<file path="config.mk">
export PLATFORM = sky130hd
export DESIGN_NAME = pe_ctl_seq
export DESIGN_NICKNAME = d
export VERILOG_FILES = /design/src/rtl/pe_ctl_seq_pkg.sv /design/src/rtl/pe_seq_cnt.sv /design/src/rtl/pe_ctl_seq.sv
export SDC_FILE = /design/constraint.sdc
export NUM_CORES = 1
export LEC_CHECK = 0
export ABC_AREA = 1
export CORE_UTILIZATION = 55
export DETAILED_ROUTE_END_ITERATION = 16
export PLACE_DENSITY = 0.89
export SYNTH_ARGS = -nofsm -noshare
export SYNTH_HDL_FRONTEND = slang
export SYNTH_HIERARCHICAL = 1
export SYNTH_SLANG_ARGS = --single-unit
</file>
<file path="constraint.sdc">
create_clock -name i_clk -period 4 [get_ports i_clk]
set_input_delay 0.4 -clock i_clk [delete_from_list [all_inputs] [get_ports i_clk]]
set_output_delay 0.4 -clock i_clk [all_outputs]
set_load 0.01 [all_outputs]
</file>
<file path="src/rtl/pe_ctl_seq_pkg.sv">
// rtl/pe_ctl_seq_pkg.sv - shared PE sequencer types (psum mode, control token, FSM states)
package pe_ctl_seq_pkg;

    localparam int PE_TAPW = 4;
    localparam int PE_OUTW = 8;

    typedef enum logic {
        PSUM_D8  = 1'b0,
        PSUM_D16 = 1'b1
    } pe_psum_mode_e;

    typedef struct packed {
        logic [PE_OUTW-1:0] out_idx;
        logic [PE_TAPW-1:0] tap_idx;
        pe_psum_mode_e      psum_mode;
        logic               psum_parity;
        logic               first;
        logic               last;
        logic               psum_zero;
    } pe_seq_tok_t;

    typedef enum logic [1:0] {
        ST_IDLE  = 2'd0,
        ST_RUN   = 2'd1,
        ST_DRAIN = 2'd2
    } pe_seq_state_e;

endpackage

</file>
<file path="src/rtl/pe_seq_cnt.sv">
// rtl/pe_seq_cnt.sv - nested out/parity/tap counter holding the currently presented token
module pe_seq_cnt #(
    parameter int TAPW = 4,
    parameter int OUTW = 8
) (
    input  logic            i_clk,
    input  logic            i_rst_n,
    input  logic            load,
    input  logic            adv,
    input  logic [TAPW-1:0] num_tap,
    input  logic [OUTW-1:0] num_out,
    input  logic            mode_d16,
    input  logic            psum_init,
    output logic [TAPW-1:0] tap_idx,
    output logic [OUTW-1:0] out_idx,
    output logic            parity,
    output logic            d16,
    output logic            first,
    output logic            last,
    output logic            psum_zero,
    output logic            final_tok
);

    logic [TAPW-1:0] ntap;
    logic [OUTW-1:0] nout;
    logic            init_q;
    logic [TAPW-1:0] tap_nxt;
    logic [OUTW-1:0] out_nxt;
    logic            par_nxt;
    logic            tap_end;
    logic            par_end;

    // Flags are registered alongside the indices so the token is fully flopped.
    always_comb begin
        tap_end = (tap_idx == ntap);
        par_end = !d16 || parity;
        tap_nxt = tap_end ? '0 : tap_idx + 1'b1;
        par_nxt = parity;
        out_nxt = out_idx;
        if (tap_end) begin
            par_nxt = par_end ? 1'b0 : 1'b1;
            if (par_end) begin
                out_nxt = (out_idx == nout) ? '0 : out_idx + 1'b1;
            end
        end
    end

    always_ff @(posedge i_clk or negedge i_rst_n) begin
        if (!i_rst_n) begin
            ntap      <= '0;
            nout      <= '0;
            d16       <= 1'b0;
            init_q    <= 1'b0;
            tap_idx   <= '0;
            out_idx   <= '0;
            parity    <= 1'b0;
            first     <= 1'b0;
            last      <= 1'b0;
            psum_zero <= 1'b0;
            final_tok <= 1'b0;
        end else if (load) begin
            ntap      <= num_tap;
            nout      <= num_out;
            d16       <= mode_d16;
            init_q    <= psum_init;
            tap_idx   <= '0;
            out_idx   <= '0;
            parity    <= 1'b0;
            first     <= 1'b1;
            last      <= (num_tap == '0);
            psum_zero <= psum_init;
            final_tok <= (num_tap == '0) && (num_out == '0) && !mode_d16;
        end else if (adv) begin
            tap_idx   <= tap_nxt;
            out_idx   <= out_nxt;
            parity    <= par_nxt;
            first     <= (tap_nxt == '0);
            last      <= (tap_nxt == ntap);
            psum_zero <= (tap_nxt == '0) && init_q;
            final_tok <= (tap_nxt == ntap) && (par_nxt == d16) && (out_nxt == nout);
        end
    end

endmodule

</file>
<file path="src/rtl/pe_ctl_seq.sv">
// rtl/pe_ctl_seq.sv - per-pass PE control token sequencer with credit-bounded issue and drain
module pe_ctl_seq
    import pe_ctl_seq_pkg::*;
#(
    parameter int TAPW   = PE_TAPW,
    parameter int OUTW   = PE_OUTW,
    parameter int MAXOUT = 4
) (
    input  logic            i_clk,
    input  logic            i_rst_n,
    input  logic            cfg_rdy,
    output logic            cfg_ack,
    input  logic [TAPW-1:0] i_num_tap,
    input  logic [OUTW-1:0] i_num_out,
    input  logic            i_psum_mode,
    input  logic            i_psum_init,
    output logic            ctl_rdy,
    input  logic            ctl_ack,
    output pe_seq_tok_t     o_ctl,
    input  logic            i_retire,
    output logic            o_busy,
    output logic            o_done,
    output logic            o_err
);

    localparam int CW = $clog2(MAXOUT + 1);

    pe_seq_state_e   state;
    logic [CW-1:0]   outst;
    logic [CW-1:0]   outst_nxt;
    logic            xfer;
    logic            err_set;
    logic            cnt_load;
    logic [TAPW-1:0] cnt_tap;
    logic [OUTW-1:0] cnt_out;
    logic            cnt_par;
    logic            cnt_d16;
    logic            cnt_first;
    logic            cnt_last;
    logic            cnt_zero;
    logic            cnt_final;

    assign cfg_ack  = (state == ST_IDLE);
    assign o_busy   = (state != ST_IDLE);
    assign xfer     = ctl_rdy && ctl_ack;
    assign cnt_load = (state == ST_IDLE) && cfg_rdy;

    // Credit update; a retire with nothing outstanding is an error, not an underflow.
    always_comb begin
        outst_nxt = outst;
        err_set   = 1'b0;
        if (xfer && !i_retire) begin
            outst_nxt = outst + 1'b1;
        end else if (!xfer && i_retire) begin
            if (outst == '0) begin
                err_set = 1'b1;
            end else begin
                outst_nxt = outst - 1'b1;
            end
        end
    end

    pe_seq_cnt #(
        .TAPW (TAPW),
        .OUTW (OUTW)
    ) u_cnt (
        .i_clk     (i_clk),
        .i_rst_n   (i_rst_n),
        .load      (cnt_load),
        .adv       (xfer),
        .num_tap   (i_num_tap),
        .num_out   (i_num_out),
        .mode_d16  (i_psum_mode),
        .psum_init (i_psum_init),
        .tap_idx   (cnt_tap),
        .out_idx   (cnt_out),
        .parity    (cnt_par),
        .d16       (cnt_d16),
        .first     (cnt_first),
        .last      (cnt_last),
        .psum_zero (cnt_zero),
        .final_tok (cnt_final)
    );

    assign o_ctl.out_idx     = cnt_out;
    assign o_ctl.tap_idx     = cnt_tap;
    assign o_ctl.psum_mode   = pe_psum_mode_e'(cnt_d16);
    assign o_ctl.psum_parity = cnt_par;
    assign o_ctl.first       = cnt_first;
    assign o_ctl.last        = cnt_last;
    assign o_ctl.psum_zero   = cnt_zero;

    always_ff @(posedge i_clk or negedge i_rst_n) begin
        if (!i_rst_n) begin
            state   <= ST_IDLE;
            outst   <= '0;
            ctl_rdy <= 1'b0;
            o_done  <= 1'b0;
            o_err   <= 1'b0;
        end else begin
            o_done <= 1'b0;
            outst  <= outst_nxt;
            if (err_set) begin
                o_err <= 1'b1;
            end
            case (state)
                ST_IDLE: begin
                    if (cfg_rdy) begin
                        state   <= ST_RUN;
                        outst   <= '0;
                        ctl_rdy <= 1'b1;
                    end
                end
                ST_RUN: begin
                    if (xfer && cnt_final) begin
                        state   <= ST_DRAIN;
                        ctl_rdy <= 1'b0;
                    end else begin
                        ctl_rdy <= (outst_nxt < CW'(MAXOUT));
                    end
                end
                ST_DRAIN: begin
                    if (outst_nxt == '0) begin
                        state  <= ST_IDLE;
                        o_done <= 1'b1;
                    end
                end
                default: begin
                    state   <= ST_IDLE;
                    ctl_rdy <= 1'b0;
                end
            endcase
        end
    end

endmodule

</file>
Yosys cells after proc, flatten, opt, wreduce, memory -nomap -nowiden --
Cells that the tools add are included.
Operators by class: add/sub/neg operators 4, $lt $le $gt $ge 1, equality and inequality tests 10, muxes and demuxes 37, bitwise logic cells 1, reductions and logical operators 25
Operators by type and width (count):
- 8-bit two-way mux | 5
- 1-bit two-way mux | 19
- 8-bit equality test | 2
- 3-bit two-way mux | 5
- 4-bit two-way mux | 3
- 1-bit logical AND | 10
- 8-bit by 1-bit adder with 8-bit output, second input constant | 1
- 4-bit equality test | 2
- 4-bit zero test | 2
- 8-bit zero test | 1
- 3-bit zero test | 2
- 2-bit two-way mux | 3
- 2-bit inequality test, second input constant | 3
- 2-bit case mux with 3 select lines | 1
- 4-bit by 1-bit adder with 4-bit output, second input constant | 1
- 1-bit zero test | 4
- 2-bit nonzero test | 2
- 3-bit by 1-bit adder with 3-bit output, second input constant | 1
- 3-bit less-than comparator, second input constant | 1
- 1-bit case mux with 3 select lines | 1
- 3-bit AND reduction | 1
- 3-bit by 1-bit subtractor with 3-bit output, second input constant | 1
- 2-bit by 1-bit equality test with 1-bit output, second input constant | 1
- 2-bit equality test, second input constant | 1
- 5 further kinds | 5
Storage, ports and cells: register bits after elaboration 39, input port bits 19, word-level logic and storage cells 94

Longest topological paths before layout --
depth in word-level cells 9, depth in mapped cells 17

Modules after synthesis --
The synthesis kept the hierarchy.
By module, submodules not included:
- pe_seq_cnt | instances 1, cells an instance 309, area each 2025.7 um^2
- pe_ctl_seq | instances 1, cells an instance 74, area each 538.0 um^2

Worst setup path after synthesis --
Ideal clock, no wire load.
path type register to register, start point reg state[1], end point reg u_cnt.out_idx[0], setup time 0.084 ns, arrival time 1.837 ns, slack 2.078 ns, stages on the path, launching flop included 9, buffers on the path 1, clock period less this slack 1.922 ns, path through dfrtp_1 -> nor2_1 -> nand2_1 -> inv_1 -> clkbuf_1 -> nor2_1 -> nor2_1 -> clkinv_1 -> o22ai_1
Between the ends: cells in the longest elaborated chain, start to end 3, elaborated cells on any way between the ends 4
Ends and longest elaborated chain:
- from (decl) | line pe_ctl_seq.sv:28 | pe_seq_state_e state;
- from (signal assigned) | line pe_ctl_seq.sv:95 | state <= ST_IDLE;
- from (signal assigned) | line pe_ctl_seq.sv:109 | state <= ST_RUN;
- from (signal assigned) | line pe_ctl_seq.sv:116 | state <= ST_DRAIN;
- 2-bit zero test (*)
- named net cfg_ack | line pe_ctl_seq.sv:12 | output logic cfg_ack,
- 1-bit logical AND (*) | line pe_ctl_seq.sv:46 | assign cnt_load = (state == ST_IDLE) && cfg_rdy;
- named net cnt_load | line pe_ctl_seq.sv:33 | logic cnt_load;
- 8-bit two-way mux or 2-bit nonzero test (tied branches)
- to (signal assigned) | line pe_seq_cnt.sv:75 | out_idx <= out_nxt;
- to (decl) | line pe_seq_cnt.sv:15 | output logic [OUTW-1:0] out_idx,
Mark *: on every way through the listed nets, which the timed path passes. The rest lies on a longest branch. A chain may end at the register's enable or synchronous reset.

Worst setup path in the final report --
start point reg state[1], end point reg u_cnt.out_idx[7]
Between the ends: cells in the longest elaborated chain, start to end 3, elaborated cells on any way between the ends 4
Ends and longest elaborated chain (line):
- 2-bit zero test (*) | pe_ctl_seq.sv:46
- 1-bit logical AND (*) | pe_ctl_seq.sv:46
- named net cnt_load | pe_ctl_seq.sv:33
- 8-bit two-way mux or 2-bit nonzero test (tied branches)
Marked as above.

==> impl_metrics.env <==
export IMPL_run_status="completed"
export IMPL_io_buffers=40
export IMPL_finalSetupTns_ns=0
export IMPL_num_vias=2556
export IMPL_fin_cells=473
export IMPL_die_area_mm2=0.00494
export IMPL_yosysMostFrequentCell="nand2_1"
export IMPL_ir_drop_mv=0.488
export IMPL_die_y_um=70.3
export IMPL_dpl_cell_count=465
export IMPL_async_flop_share_pct=100
export IMPL_fin_area_mm2=0.00306
export IMPL_max_stage_delay_ns=0.57
export IMPL_drive_gt1_share_pct=7.36
export IMPL_period_needed_ns=2.60
export IMPL_cp_depth=7
export IMPL_skew_ns=0.00428
export IMPL_syn_cell_area_mm2=0.00256
export IMPL_grt_pass1_vias=2336
export IMPL_r2r_end="u_cnt/out_idx[7]"
export IMPL_synth_commonest_cells="nand2_1 (144), nor2_1 (44), inv_1 (41)"
export IMPL_hpwlAfterDp_um=4730
export IMPL_path_buf_inv=2
export IMPL_rsz0062_at_grt="no"
export IMPL_synthFlopType="dfrtp_1"
export IMPL_antenna_found_initial=0
export IMPL_crit_chain="nor2_1, nand2_1, inv_1, nor2_1, nor2_1, clkinv_1, o22ai_1"
export IMPL_drtIter0Drc=217
export IMPL_ant_nets=0
export IMPL_diodes=0
export IMPL_start_util_pct=58.1
export IMPL_nets=444
export IMPL_design_core_area_mm2=0.00441
export IMPL_worst_pin_slew_ns=0.857
export IMPL_synth_edf_count=0
export IMPL_synth_cells=383
export IMPL_route_detailed_drc=0
export IMPL_routed_wl_um=6220
export IMPL_crit_fanout=30
export IMPL_finalHoldViolations=0
export IMPL_via_per_inst=5.40
export IMPL_drv_slew=0
export IMPL_fill_cells=380
export IMPL_p_leak_uw=0.00153
export IMPL_powerDensity_mw_per_mm2=815
export IMPL_cts_tree="yes"
export IMPL_yosysUniqueCellTypes=30
export IMPL_post_cts_buffers=0
export IMPL_cts_htree_levels=2
export IMPL_synth_seq_cells=39
export IMPL_overflow=0
export IMPL_clk_insertion_delay_late_ns=0.29
export IMPL_synth_area_leader_cell="dfrtp_1"
export IMPL_seq_area_frac_synth_pct=38.1
export IMPL_cap_viol_max_count=0
export IMPL_placed_area_mm2=0.00296
export IMPL_rows=24
export IMPL_cp_start_kind="flip-flop"
export IMPL_syn_nets=407
export IMPL_period_share_pct=65.1
export IMPL_cts_resized=0
export IMPL_gp_congestion=0.941
export IMPL_r2r_start="state[1]"
export IMPL_track_usage_pct=27.1
export IMPL_fp_dieW_um=70.3
export IMPL_relSlewSlack_pct=42.9
export IMPL_cp_endpoint="u_cnt/out_idx[7]"
export IMPL_yosysTopAreaCellShare_pct=38.1
export IMPL_hp_class="in -> async"
export IMPL_fmax_ghz=0.384
export IMPL_hold_buffers=0
export IMPL_clk_path_buf_depth=2
export IMPL_setup_violations=0
export IMPL_cts_buffers=5
export IMPL_cp_end_kind="flip-flop"
export IMPL_cp_common_cell="nor2_1"
export IMPL_cpLargestDelayFamily="buffers and inverters"
export IMPL_yosysWarnings=6
export IMPL_routedWlPerCell_um=13.1
export IMPL_syn_mean_instance_area_um2=6.69
export IMPL_cts_sinks=39
export IMPL_io_pins=41
export IMPL_clock_root_buffer="clkbuf_8"
export IMPL_critPathRequiredTime_ns=4.20
export IMPL_crit_path_top_delay_cell="inv_1"
export IMPL_worstSetupPathType="reg -> reg"
export IMPL_r2r_cells=7
export IMPL_syn_to_final_growth_pct=19.3
export IMPL_worstPathArrival_ns=2.80
export IMPL_grt_max_degree=40
export IMPL_clk_pin_slew_ns=0.08
export IMPL_drtPass1Iterations=4
export IMPL_crit_start="state[1]"
export IMPL_grt_pass1_wl_um=10600
export IMPL_synthTopCellsByArea="dfrtp_1 (38%), nand2_1 (21%), nor2_1 (6.4%)"
export IMPL_ff2ff_setup_slack_ns=1.40
==> power breakdown <==
group	switching (uW)	total, uW	internal [uW]
clock network	143	284	141
registers	179	748	568
logic	901	1460	560
total	1220	2490	1270
==> routing by layer <==
| layer | vias up | global-route usage, % | share of wire (%) |
|---|---|---|---|
| li1 | 1289 | - | - |
| met1 | 1146 | 35.5 | 44 |
| met2 | 103 | 43.7 | 47 |
| met3 | 18 | 5.63 | 6.0 |
| met4 | 0 | 10.4 | 2.6 |
| met5 | - | 0 | 0 |
==> worst min-delay path by stage <==
stage	start	to	slack (ns)	cells after the start
after floorplan	i_rst_n	ctl_rdy	0.10	0
after global placement	u_cnt/init_q	u_cnt/init_q	0.46	2
after detailed placement	u_cnt/init_q	u_cnt/init_q	0.47	2
after CTS	i_rst_n	u_cnt/ntap[0]	0.24	1
after global routing	i_rst_n	u_cnt/ntap[3]	0.29	1
final	i_rst_n	u_cnt/ntap[3]	0.21	1
==> metrics by stage <==
stage	setup WS [ns]	power (uW)	hold slack (ns)	util (%)
after global routing	1.02	2710	0.292	69.3
after detailed placement	1.12	2190	0.465	67.1
after CTS	1.41	2480	0.243	69.3
after floorplan	2.08	1740	0.104	-
after global placement	1.24	2140	0.461	67.1
final	1.40	2490	0.214	69.3
==> registers in the layout, indices dropped and copies added (netlist names) <==
name	count
ctl_rdy	1
o_done	1
o_err	1
outst	3
state	2
u_cnt/d16	1
u_cnt/final_tok	1
u_cnt/first	1
u_cnt/init_q	1
u_cnt/last	1
u_cnt/nout	8
u_cnt/ntap	4
u_cnt/out_idx	8
u_cnt/parity	1
u_cnt/psum_zero	1
u_cnt/tap_idx	4
==> layout by cell type (no fill, tap or decap), drive strengths merged <==
cell / count
nor4: 2
clkdlybuf4s50: 39
ha: 5
nand3: 24
inv: 45
clkinv: 4
nor3: 1
xnor2: 1
clkbuf: 6
nor2: 50
a21oi: 6
o21bai: 2
nand4: 11
xor2: 2
a31oi: 2
clkinvlp: 1
dfrtp: 39
o22ai: 9
buf: 1
nand2: 152
o21ai: 19
==> area by class of cell <==
type | count | area, um2 | share of cell area [%]
Timing Repair Buffer | 40 | 395 | 12.9
Clock buffer | 6 | 82.6 | 2.70
Clock inverter | 2 | 16.3 | 0.532
Tap cell | 52 | 65.1 | 2.13
Multi-Input combinational cell | 286 | 1340 | 43.9
Sequential cell | 39 | 976 | 31.9
Inverter | 48 | 180 | 5.89
==> kinds of logic (layout without fill, tap and decap cells) <==
family	Yosys count	count (layout)	synth area share, %
buffers and inverters	58	96	9.52
flip-flops	39	39	38.1
XOR/XNOR	3	3	1.03
adder cells (fa/ha/maj)	5	5	2.44
AND/OR/NAND/NOR	240	240	40.5
AO/OA/AOI/OAI	38	38	8.44
(Power assumes the default switching activity.)
